## src/rtl/vga_timing_pkg.sv

```systemverilog
// Shared 640x480@60 timing constants, PMOD pin map and capture datatypes for the VGA PMOD sink.
package vga_timing_pkg;

    localparam int VGA_H_ACTIVE    = 640;
    localparam int VGA_H_TOTAL     = 800;
    localparam int VGA_H_START     = 144;
    localparam int VGA_V_ACTIVE    = 480;
    localparam int VGA_V_TOTAL     = 525;
    localparam int VGA_V_START     = 35;
    localparam int VGA_LOCK_FRAMES = 2;
    localparam int VGA_FIFO_DEPTH  = 16;

    localparam int PMOD_R1    = 0;
    localparam int PMOD_G1    = 1;
    localparam int PMOD_B1    = 2;
    localparam int PMOD_VSYNC = 3;
    localparam int PMOD_R0    = 4;
    localparam int PMOD_G0    = 5;
    localparam int PMOD_B0    = 6;
    localparam int PMOD_HSYNC = 7;

    localparam logic [9:0] CNT_MAX = 10'd1023;

    typedef enum logic [1:0] {HUNT, VERIFY, LOCKED} cap_state_t;

    typedef struct packed {
        logic [5:0] rgb;
        logic [9:0] x;
        logic [9:0] y;
        logic       sof;
        logic       eol;
    } pixel_word_t;

    // Reorders the PMOD bundle into {R1,R0,G1,G0,B1,B0}.
    function automatic logic [5:0] pmod_rgb(input logic [7:0] p);
        return {p[PMOD_R1], p[PMOD_R0], p[PMOD_G1], p[PMOD_G0], p[PMOD_B1], p[PMOD_B0]};
    endfunction

    function automatic logic [9:0] sat_inc(input logic [9:0] v);
        return (v == CNT_MAX) ? v : v + 10'd1;
    endfunction

endpackage

```

## src/rtl/vga_cap_fifo.sv

```systemverilog
// First-word-fall-through FIFO; the head entry is visible on rd_data whenever empty is low.
module vga_cap_fifo #(
    parameter int WIDTH = 28,
    parameter int DEPTH = 16
) (
    input  logic             clk,
    input  logic             rst_n,
    input  logic             wr_en,
    input  logic [WIDTH-1:0] wr_data,
    input  logic             rd_en,
    output logic [WIDTH-1:0] rd_data,
    output logic             full,
    output logic             empty
);
    localparam int AW = $clog2(DEPTH);

    logic [WIDTH-1:0] mem [DEPTH];
    logic [AW:0]      wr_ptr;
    logic [AW:0]      rd_ptr;
    logic             do_wr;
    logic             do_rd;

    assign empty   = (wr_ptr == rd_ptr);
    assign full    = (wr_ptr[AW] != rd_ptr[AW]) && (wr_ptr[AW-1:0] == rd_ptr[AW-1:0]);
    assign do_rd   = rd_en && !empty;
    // A read in the same cycle frees the slot, so a write to a full FIFO still lands.
    assign do_wr   = wr_en && (!full || do_rd);
    assign rd_data = mem[rd_ptr[AW-1:0]];

    always_ff @(posedge clk or negedge rst_n) begin
        if (!rst_n) begin
            wr_ptr <= '0;
            rd_ptr <= '0;
        end else begin
            if (do_wr) wr_ptr <= wr_ptr + 1'b1;
            if (do_rd) rd_ptr <= rd_ptr + 1'b1;
        end
    end

    always_ff @(posedge clk) begin
        if (do_wr) mem[wr_ptr[AW-1:0]] <= wr_data;
    end

endmodule

```

## src/rtl/vga_pmod_capture.sv

```systemverilog
// VGA PMOD sink: locks onto the sync timing and streams active pixels with x/y and frame markers.
// Handshake: a word moves when px_valid && px_ready at a rising clk; px_valid never depends on px_ready.
module vga_pmod_capture
    import vga_timing_pkg::*;
#(
    parameter int H_ACTIVE    = VGA_H_ACTIVE,
    parameter int H_TOTAL     = VGA_H_TOTAL,
    parameter int H_START     = VGA_H_START,
    parameter int V_ACTIVE    = VGA_V_ACTIVE,
    parameter int V_TOTAL     = VGA_V_TOTAL,
    parameter int V_START     = VGA_V_START,
    parameter int LOCK_FRAMES = VGA_LOCK_FRAMES,
    parameter int FIFO_DEPTH  = VGA_FIFO_DEPTH
) (
    input  logic        clk,
    input  logic        rst_n,
    input  logic [7:0]  vga_in,
    output logic        px_valid,
    input  logic        px_ready,
    output logic [5:0]  px_rgb,
    output logic [9:0]  px_x,
    output logic [9:0]  px_y,
    output logic        px_sof,
    output logic        px_eol,
    output logic        locked,
    output logic        overflow,
    output logic [15:0] frame_cnt,
    output cap_state_t  dbg_state
);
    localparam int PW = $bits(pixel_word_t);
    localparam logic [9:0] H_LAST     = 10'(H_TOTAL - 1);
    localparam logic [9:0] V_LAST     = 10'(V_TOTAL - 1);
    localparam logic [9:0] H_FIRST_PX = 10'(H_START);
    localparam logic [9:0] H_LAST_PX  = 10'(H_START + H_ACTIVE - 1);
    localparam logic [9:0] V_FIRST_PX = 10'(V_START);
    localparam logic [9:0] V_LAST_PX  = 10'(V_START + V_ACTIVE - 1);
    localparam logic [9:0] X_LAST     = 10'(H_ACTIVE - 1);
    localparam logic [9:0] Y_LAST     = 10'(V_ACTIVE - 1);
    localparam logic [7:0] GOOD_LAST  = 8'(LOCK_FRAMES - 1);

    // vga_qq is the pixel that hcnt/vcnt describe; vga_q is one sample ahead for edge detection.
    logic [7:0]  vga_q;
    logic [7:0]  vga_qq;
    logic [9:0]  hcnt;
    logic [9:0]  vcnt;
    logic        vs_flag;
    logic [7:0]  good_cnt;
    logic        armed;
    cap_state_t  state;

    logic        h_edge, vs_fall, v_line, line_bad, frame_bad;
    logic        pix_active, pix_sof, pix_eol, wr_en, wr_ok, rd_fire;
    logic [9:0]  pix_x, pix_y;
    logic        fifo_full, fifo_empty;
    logic [PW-1:0] rd_data;
    pixel_word_t wr_word, head;

    always_comb begin
        h_edge     = vga_qq[PMOD_HSYNC] & ~vga_q[PMOD_HSYNC];
        vs_fall    = vga_qq[PMOD_VSYNC] & ~vga_q[PMOD_VSYNC];
        v_line     = h_edge & (vs_flag | vs_fall);
        line_bad   = h_edge && (hcnt != H_LAST);
        frame_bad  = v_line && (vcnt != V_LAST);
        pix_x      = hcnt - H_FIRST_PX;
        pix_y      = vcnt - V_FIRST_PX;
        pix_active = (state == LOCKED) && (hcnt >= H_FIRST_PX) && (hcnt <= H_LAST_PX)
                     && (vcnt >= V_FIRST_PX) && (vcnt <= V_LAST_PX);
        pix_sof    = (pix_x == 10'd0) && (pix_y == 10'd0);
        pix_eol    = (pix_x == X_LAST);
        wr_en      = pix_active && (armed || pix_sof);
        rd_fire    = px_valid && px_ready;
        wr_ok      = wr_en && (!fifo_full || rd_fire);
        wr_word    = '{rgb: pmod_rgb(vga_qq), x: pix_x, y: pix_y, sof: pix_sof, eol: pix_eol};
    end

    always_ff @(posedge clk or negedge rst_n) begin
        if (!rst_n) begin
            vga_q   <= 8'h88;
            vga_qq  <= 8'h88;
            hcnt    <= '0;
            vcnt    <= '0;
            vs_flag <= 1'b0;
        end else begin
            vga_q  <= vga_in;
            vga_qq <= vga_q;
            hcnt   <= h_edge ? 10'd0 : sat_inc(hcnt);
            if (h_edge) begin
                vcnt    <= (vs_flag | vs_fall) ? 10'd0 : sat_inc(vcnt);
                vs_flag <= 1'b0;
            end else if (vs_fall) begin
                vs_flag <= 1'b1;
            end
        end
    end

    always_ff @(posedge clk or negedge rst_n) begin
        if (!rst_n) begin
            state    <= HUNT;
            good_cnt <= '0;
        end else begin
            case (state)
                HUNT: begin
                    if (v_line) begin
                        state    <= VERIFY;
                        good_cnt <= '0;
                    end
                end
                VERIFY: begin
                    if (line_bad || frame_bad) begin
                        state <= HUNT;
                    end else if (v_line) begin
                        good_cnt <= good_cnt + 8'd1;
                        if (good_cnt == GOOD_LAST) state <= LOCKED;
                    end
                end
                LOCKED: begin
                    if (line_bad || frame_bad) state <= HUNT;
                end
                default: state <= HUNT;
            endcase
        end
    end

    // armed keeps a partially seen frame out of the stream until the next (0,0) pixel.
    always_ff @(posedge clk or negedge rst_n) begin
        if (!rst_n) begin
            armed     <= 1'b0;
            overflow  <= 1'b0;
            frame_cnt <= '0;
        end else begin
            if (state != LOCKED)         armed <= 1'b0;
            else if (pix_active && pix_sof) armed <= 1'b1;
            if (wr_en && !wr_ok)         overflow <= 1'b1;
            if (wr_ok && pix_x == X_LAST && pix_y == Y_LAST) frame_cnt <= frame_cnt + 16'd1;
        end
    end

    vga_cap_fifo #(
        .WIDTH (PW),
        .DEPTH (FIFO_DEPTH)
    ) u_fifo (
        .clk     (clk),
        .rst_n   (rst_n),
        .wr_en   (wr_en),
        .wr_data (wr_word),
        .rd_en   (px_ready),
        .rd_data (rd_data),
        .full    (fifo_full),
        .empty   (fifo_empty)
    );

    assign head      = rd_data;
    assign px_valid  = !fifo_empty;
    assign px_rgb    = px_valid ? head.rgb : 6'd0;
    assign px_x      = px_valid ? head.x   : 10'd0;
    assign px_y      = px_valid ? head.y   : 10'd0;
    assign px_sof    = px_valid && head.sof;
    assign px_eol    = px_valid && head.eol;
    assign locked    = (state == LOCKED);
    assign dbg_state = state;

endmodule
```

## config.mk

```make
export PLATFORM = sky130hd
export DESIGN_NAME = vga_pmod_capture
export DESIGN_NICKNAME = d
export VERILOG_FILES = /design/src/rtl/vga_timing_pkg.sv /design/src/rtl/vga_cap_fifo.sv /design/src/rtl/vga_pmod_capture.sv
export SDC_FILE = /design/constraint.sdc
export NUM_CORES = 1
export LEC_CHECK = 0
export CAP_MARGIN = 0
export CELL_PAD_IN_SITES_DETAIL_PLACEMENT = 0
export CELL_PAD_IN_SITES_GLOBAL_PLACEMENT = 2
export CORE_UTILIZATION = 29
export CTS_CLUSTER_DIAMETER = 100
export CTS_CLUSTER_SIZE = 40
export DETAILED_ROUTE_END_ITERATION = 7
export PLACE_DENSITY_LB_ADDON = 0.1
export RECOVER_POWER = 25
export SLEW_MARGIN = 20
export SYNTH_ARGS = -nofsm -noshare
export SYNTH_HDL_FRONTEND = slang
export SYNTH_SLANG_ARGS = --single-unit
```

## constraint.sdc

```tcl
create_clock -name clk -period 4.8 [get_ports clk]
set_clock_uncertainty 0.1 [all_clocks]
set_input_delay 0.72 -clock clk [delete_from_list [all_inputs] [get_ports clk]]
set_output_delay 0.72 -clock clk [all_outputs]
set_load 0.01 [all_outputs]
```

==> flow_metrics.py, run 1 <==
metrics = {
    "place": {
        "setup_slack_after_placement_ns": 0.601,
        "placed_cells_incl_taps": 2092,
        "dpl_cell_area_mm2": 0.0234,
        "finalWeightedCongestion": 0.701,
        "dp_hpwl_um": 32300,
        "portBuffers": 59,
    },
    "layout": {
        "nNetsFinal": 1198,
        "area_growth_pct": 15.5,
        "multi_input_gate_area_mm2": 0.00559,
        "most-common-layout-cells": "sky130_fd_sc_hd__edfxtp_1, sky130_fd_sc_hd__mux4_2, sky130_fd_sc_hd__dfrtp_1",
        "layout.cells.non_filler": 2142,
        "most_common_library_cell_in_the_layout_ignoring_fill_and_taps": "sky130_fd_sc_hd__edfxtp_1",
        "finalCoreUtilization_pct": 34.0,
        "fillCellCount": 6901,
        "fraction_of_layout_instances_using_a_drive_strength_above_1_pct": 23.3,
        "layout.cell_area.non_filler_mm2": 0.0244,
        "seq_area_mm2": 0.0153,
    },
    "run": {
        "maxCapViolations": 1,
    },
    "power": {
        "p_leak_nw": 7.44,
        "power-per-cell-area_mw_per_mm2": 456,
        "sw_frac_of_total_pct": 30.1,
        "worst_ir_drop_vdd_mv": 0.381,
        "power.total_mw": 11.1,
        "share_seq_of_total_power_pct": 47.9,
        "clock_power_share_pct": 27.3,
        "switchingPower_mw": 3.35,
        "p_comb_share_pct": 24.8,
        "internal_power_mw": 7.78,
    },
    "clock_tree": {
        "h-tree-depth": 1,
        "cts.root.buffer_cell": "sky130_fd_sc_hd__clkbuf_16",
        "insertion_delay_to_the_later_sink_of_the_worst_skew_pair_ns": 0.62,
        "cts_buffers": 26,
        "max-clock-path-buffers": 3,
        "clkSlewWorstSetupHoldPaths_ns": 0.13,
        "cts_hold_repair.buffers": 0,
        "post_cts_resize_count": 0,
        "tritoncts_clock_tree": "done",
        "post-cts-setup-buffer-count": 0,
        "cts.sink_count": 523,
    },
    "global_route": {
        "first_global_vias": 11200,
        "overall_global_routing_usage_pct": 14.9,
        "met2_track_utilization_from_global_routing_pct": 25.5,
        "grt_antenna_before_repair": 0,
        "gr_util_met3_pct": 1.44,
        "grt_busiest_layer": "met2",
        "grt_overflow": 0,
        "first_pass_grt_wire_length_um": 80100,
        "largest_net_degree_at_the_start_of_global_routing": 52,
        "grt_use_met1_pct": 20.7,
    },
    "timing": {
        "setup_tns_ns": 0,
        "hold_viol_final": 0,
        "maxSlewHeadroom_pct": -124,
        "grt_setup_unrepaired": "no",
        "worst_slew_pin_slew_ns": 3.36,
        "timing.final.max_slew_violations": 46,
        "finalCriticalPeriod_ns": 4.36,
        "timing.fmax_mhz": 229,
        "finalCritPeriodShare_pct": 90.8,
        "hold_ws_ns": 0.259,
        "setup_violations": 0,
        "final.setup.worst_slack_ns": 0.440,
    },
    "routing": {
        "drt_first_pass_iters": 4,
        "dr_total_vias": 10300,
        "viasPerCell": 4.83,
        "detail-route-antenna-nets": 0,
        "initialDrtViolationCount": 651,
        "route.detailed.wl_per_inst_um": 25.3,
        "totalWireLength_um": 54300,
        "remaining_drc_errors": 0,
    },
    "worst_hold_path": {
        "hold-path-endpoint": "vga_qq[4]",
        "holdCritPathClass": "reg2reg",
        "hold-path-cell-count": 0,
        "timing.hold.worst.start": "vga_q[4]",
    },
    "run_status": {
        "outcome": "finished, violations left",
        "violations_in_the_final_reports": "max-capacitance violations, max-slew violations",
    },
    "critical_path": {
        "worst_r2r_path_depth": 9,
        "worst_ep_required_time_ns": 3.98,
        "setup.worst_path.end_class": "output pin",
        "critical_path.startpoint_type": "flip-flop",
        "setup.reg_to_reg.worst_slack_ns": 0.67,
        "critical_path_class": "reg2out",
        "crit_arrival_ns": 3.54,
        "path_max_fanout": 23,
        "critical_path.reg2reg.endpoint": "u_fifo.mem[11][23]",
        "reg2reg_from": "vcnt[1]",
    },
    "die": {
        "floorplan.die.height_um": 272,
        "io-pin-count": 60,
        "dieWidth_um": 272,
        "core_area_mm2": 0.0719,
        "initial_core_utilization_pct": 29.4,
        "die_area_mm2": 0.0740,
        "core.rowCount": 98,
    },
    "yosys": {
        "yosys_register_bits": 523,
        "postSynthNetCount": 1115,
        "syn-instance-count": 1087,
        "async_reset_ff_share_pct": 14.3,
        "postSynthAreaPerCell_um2": 19.4,
        "synth-edff-count": 448,
        "synth_seq_area_share_pct": 72.5,
        "synth.cell_area_mm2": 0.0211,
        "synth-main-ff-cell": "sky130_fd_sc_hd__edfxtp_1",
        "synthDistinctLibCells": 63,
        "yosys_warnings": 0,
    },
}
-- worst max-delay path by stage --
| stage | from | to | cells after the start |
|---|---|---|---|
| after detailed placement | vcnt[1] | u_fifo.mem[2][23] | 8 |
| final | u_fifo.rd_ptr[0] | px_eol | 5 |
| after global routing | rst_n | u_fifo.rd_ptr[0] | 1 |
| after global placement | vcnt[1] | u_fifo.mem[11][22] | 9 |
| after floorplan | hcnt[4] | u_fifo.mem[3][0] | 10 |
| after CTS | u_fifo.rd_ptr[0] | px_eol | 5 |
-- power groups by stage --
| stage | Combinational, mW | Clock [mW] | Sequential [mW] |
|---|---|---|---|
| after floorplan | 1.82 | 0 | 5.23 |
| after global placement | 2.88 | 0 | 5.45 |
| after detailed placement | 2.87 | 0 | 5.45 |
| after CTS | 2.88 | 3.16 | 5.35 |
| after global routing | 2.98 | 3.28 | 5.36 |
| final | 2.76 | 3.04 | 5.33 |
-- metal layers --
metal  part of all wire (%)  vias up
met2                     50      109
met3                    2.4       41
met1                     46     5648
met4                    1.4        0
li1                       -     4539
met5                      0        -
-- layout make-up --
| cell class | count | share of cell area, % |
|---|---|---|
| inverter | 14 | 0.215 |
| antenna | 2 | 0.0205 |
| multi-input combinational | 491 | 22.9 |
| timing repair buffer | 114 | 4.83 |
| sequential | 523 | 62.8 |
| tap | 950 | 4.87 |
| clock buffer | 27 | 2.77 |
| clock inverter | 21 | 1.56 |
-- synth_stat cells (all sizes together), types with 19 or more instances --
cell | n | share of area, %
nand3 | 20 | 0.47
nand4 | 19 | 0.56
xor2 | 22 | 0.91
xnor2 | 33 | 1.4
clkbuf | 41 | 0.73
nand2 | 33 | 0.59
and3 | 29 | 0.88
edfxtp | 448 | 64
nor2 | 37 | 0.66
nor2b | 36 | 1.1
dfrtp | 71 | 8.4
mux4 | 140 | 15
-- flip-flops by register name, indices dropped and copies added (netlist names) --
signal / count
u_fifo.rd_ptr: 5
overflow: 1
good_cnt: 8
vs_flag: 1
frame_cnt: 16
vcnt: 10
vga_q: 8
hcnt: 10
dbg_state: 2
vga_qq: 8
armed: 1
u_fifo.wr_ptr: 5
u_fifo.mem: 448
-- logic make-up after synthesis --
kind of cell | count (synthesis) | synth area share (%)
mux | 145 | 15.2
buf+inv | 73 | 1.36
xor+xnor | 55 | 2.28
fa+ha+maj | 17 | 1.01
compound gates | 48 | 1.73
simple gates | 226 | 5.93
flops | 523 | 72.5
-- worst max-delay path: stages, from the launching register on --
cell and delay, ns:
sky130_fd_sc_hd__dfrtp_4 0.84, sky130_fd_sc_hd__buf_4 0.37, sky130_fd_sc_hd__mux4_2 0.55, sky130_fd_sc_hd__mux4_2 0.52, sky130_fd_sc_hd__nor2b_1 0.16, sky130_fd_sc_hd__clkdlybuf4s50_1 0.48
Note: power is estimated with default switching activity, not from simulation.
==> inputs of run 2 (changes only) <==
clock period = 5 ns   (was 4.8 ns; I/O delays follow)
==> run 2 against run 1 <==
Against the previous run:
- the flow still finishes with violations (max-capacitance violations, max-slew violations)
- setup slack improved by 0.12 ns
- first-iteration DRC count is 3.7% higher
- power down 3.3%
- non-clock buffer count fell by 11
- count of clock-buffer cells in the layout unchanged
- critical path type unchanged
- sequential power down 5.8%
- combinational power shrank 4%
- sequential cell count unchanged
- final area increased by 0.38%
- register-to-register slack hardly changed
==> flow_metrics.py, run 2 (same netlist as run 1, synthesis figures left out) <==
metrics = {
    "run_status": {
        "outcome": "finished, violations left",
        "violations_in_the_final_reports": "max-capacitance violations, max-slew violations",
    },
    "timing": {
        "timing.final.max_slew_violations": 46,
        "hold_viol_final": 0,
        "setup_tns_ns": 0,
        "maxSlewHeadroom_pct": -114,
        "timing.fmax_mhz": 225,
        "grt_setup_unrepaired": "no",
        "finalCriticalPeriod_ns": 4.44,
        "setup_violations": 0,
        "worst_slew_pin_slew_ns": 3.22,
        "finalCritPeriodShare_pct": 88.8,
    },
    "critical_path": {
        "setup.reg_to_reg.worst_slack_ns": 0.67,
        "crit_arrival_ns": 3.59,
        "setup.worst_path.end_class": "output pin",
        "critical_path.reg2reg.endpoint": "u_fifo.mem[2][3]",
        "path_max_fanout": 46,
        "critical_path.startpoint_type": "flip-flop",
        "critical_path_class": "reg2out",
        "reg2reg_from": "vcnt[1]",
        "worst_r2r_path_depth": 9,
        "worst_ep_required_time_ns": 4.15,
    },
    "worst_hold_path": {
        "holdCritPathClass": "reg2reg",
        "hold-path-cell-count": 0,
        "hold-path-endpoint": "vga_qq[4]",
        "timing.hold.worst.start": "vga_q[4]",
    },
    "routing": {
        "drt_first_pass_iters": 4,
        "route.detailed.wl_per_inst_um": 24.2,
        "totalWireLength_um": 51500,
        "remaining_drc_errors": 0,
        "viasPerCell": 4.74,
        "detail-route-antenna-nets": 0,
        "dr_total_vias": 10100,
        "initialDrtViolationCount": 675,
    },
    "clock_tree": {
        "h-tree-depth": 1,
        "insertion_delay_to_the_later_sink_of_the_worst_skew_pair_ns": 0.61,
        "max-clock-path-buffers": 3,
        "cts_hold_repair.buffers": 0,
        "cts_buffers": 27,
        "tritoncts_clock_tree": "done",
        "post-cts-setup-buffer-count": 0,
        "clkSlewWorstSetupHoldPaths_ns": 0.14,
        "cts.root.buffer_cell": "sky130_fd_sc_hd__clkbuf_16",
        "post_cts_resize_count": 0,
        "cts.sink_count": 523,
    },
    "die": {
        "die_area_mm2": 0.0740,
        "initial_core_utilization_pct": 29.4,
        "dieWidth_um": 272,
        "floorplan.die.height_um": 272,
        "io-pin-count": 60,
        "core_area_mm2": 0.0719,
        "core.rowCount": 98,
    },
    "place": {
        "finalWeightedCongestion": 0.699,
        "dpl_cell_area_mm2": 0.0233,
        "dp_hpwl_um": 31700,
        "portBuffers": 59,
    },
    "global_route": {
        "largest_net_degree_at_the_start_of_global_routing": 47,
        "grt_antenna_before_repair": 0,
        "overall_global_routing_usage_pct": 14.1,
        "grt_overflow": 0,
        "first_global_vias": 10900,
        "first_pass_grt_wire_length_um": 76600,
    },
    "power": {
        "worst_ir_drop_vdd_mv": 0.243,
        "power-per-cell-area_mw_per_mm2": 439,
        "p_leak_nw": 7.45,
    },
    "layout": {
        "layout.cell_area.non_filler_mm2": 0.0245,
        "most-common-layout-cells": "sky130_fd_sc_hd__edfxtp_1, sky130_fd_sc_hd__mux4_2, sky130_fd_sc_hd__dfrtp_1",
        "finalCoreUtilization_pct": 34.1,
        "most_common_library_cell_in_the_layout_ignoring_fill_and_taps": "sky130_fd_sc_hd__edfxtp_1",
        "fraction_of_layout_instances_using_a_drive_strength_above_1_pct": 23.0,
        "largest_register_ffs": 448,
        "insertedDiodeCount": 0,
        "nNetsFinal": 1188,
        "area_growth_pct": 15.9,
    },
    "run": {
        "maxCapViolations": 1,
    },
}
[run 2: cell types whose count changed in the layout (fill, tap and decap cells not counted), moves of 2 or more]
cell / change
sky130_fd_sc_hd__inv_16: +2
sky130_fd_sc_hd__buf_4: -10
sky130_fd_sc_hd__xnor2_1: -2
sky130_fd_sc_hd__inv_12: -5
sky130_fd_sc_hd__inv_8: -2
sky130_fd_sc_hd__clkinv_16: +7
sky130_fd_sc_hd__diode_2: -2
[run 2: how the worst max path moves through the flow]
stage	start	endpoint	slack, ns	cells after the start
after detailed placement	vcnt[1]	u_fifo.mem[2][4]	0.65	10
after global placement	vcnt[1]	u_fifo.mem[2][4]	0.66	10
after global routing	vcnt[0]	u_fifo.mem[1][18]	0.33	9
after floorplan	hcnt[4]	u_fifo.mem[3][0]	0.65	10
final	u_fifo.rd_ptr[0]	px_y[0]	0.56	5
after CTS	u_fifo.rd_ptr[0]	px_y[0]	0.46	5
[run 2: worst max-delay path, stage by stage, from the launching register on]
cell and delay, ns:
sky130_fd_sc_hd__dfrtp_4 0.73, sky130_fd_sc_hd__buf_12 0.40, sky130_fd_sc_hd__mux4_2 0.61, sky130_fd_sc_hd__mux4_2 0.46
sky130_fd_sc_hd__nor2b_1 0.21, sky130_fd_sc_hd__clkdlybuf4s50_1 0.51
[run 2: layout make-up]
| type | count | area (um2) |
|---|---|---|
| Clock inverter | 23 | 542 |
| Sequential cell | 523 | 15300 |
| Tap cell | 950 | 1190 |
| Multi-Input combinational cell | 491 | 5630 |
| Fill cell | 6838 | 47300 |
| Clock buffer | 27 | 676 |
| Timing Repair Buffer | 103 | 1080 |
| Inverter | 14 | 52.6 |
[run 2: metal layers]
| layer | GRT usage, % | wire length [um] | share of wire, % | vias up |
|---|---|---|---|---|
| met2 | 24.4 | 26100 | 51 | 111 |
| met5 | 0 | 0 | 0 | - |
| li1 | - | - | - | 4494 |
| met4 | 2.60 | 918 | 1.8 | 0 |
| met1 | 19.2 | 23600 | 46 | 5443 |
| met3 | 1.36 | 965 | 1.9 | 44 |
[run 2: metrics by stage]
stage,instances,setup WS (ns),hold WS [ns],power [mW]
after floorplan,1087,0.648,0.231,6.77
after global placement,2081,0.663,0.232,7.90
after detailed placement,2081,0.649,0.236,7.89
after CTS,2131,0.462,0.106,11.0
after global routing,2131,0.334,0.262,11.3
final,2131,0.562,0.241,10.8
[run 2: power by group]
part           switching, mW  total [mW]  internal, mW
logic                   1.30        2.64          1.35
registers              0.157        5.02          4.87
clock network           1.80        3.10          1.30
total                   3.25        10.8          7.52
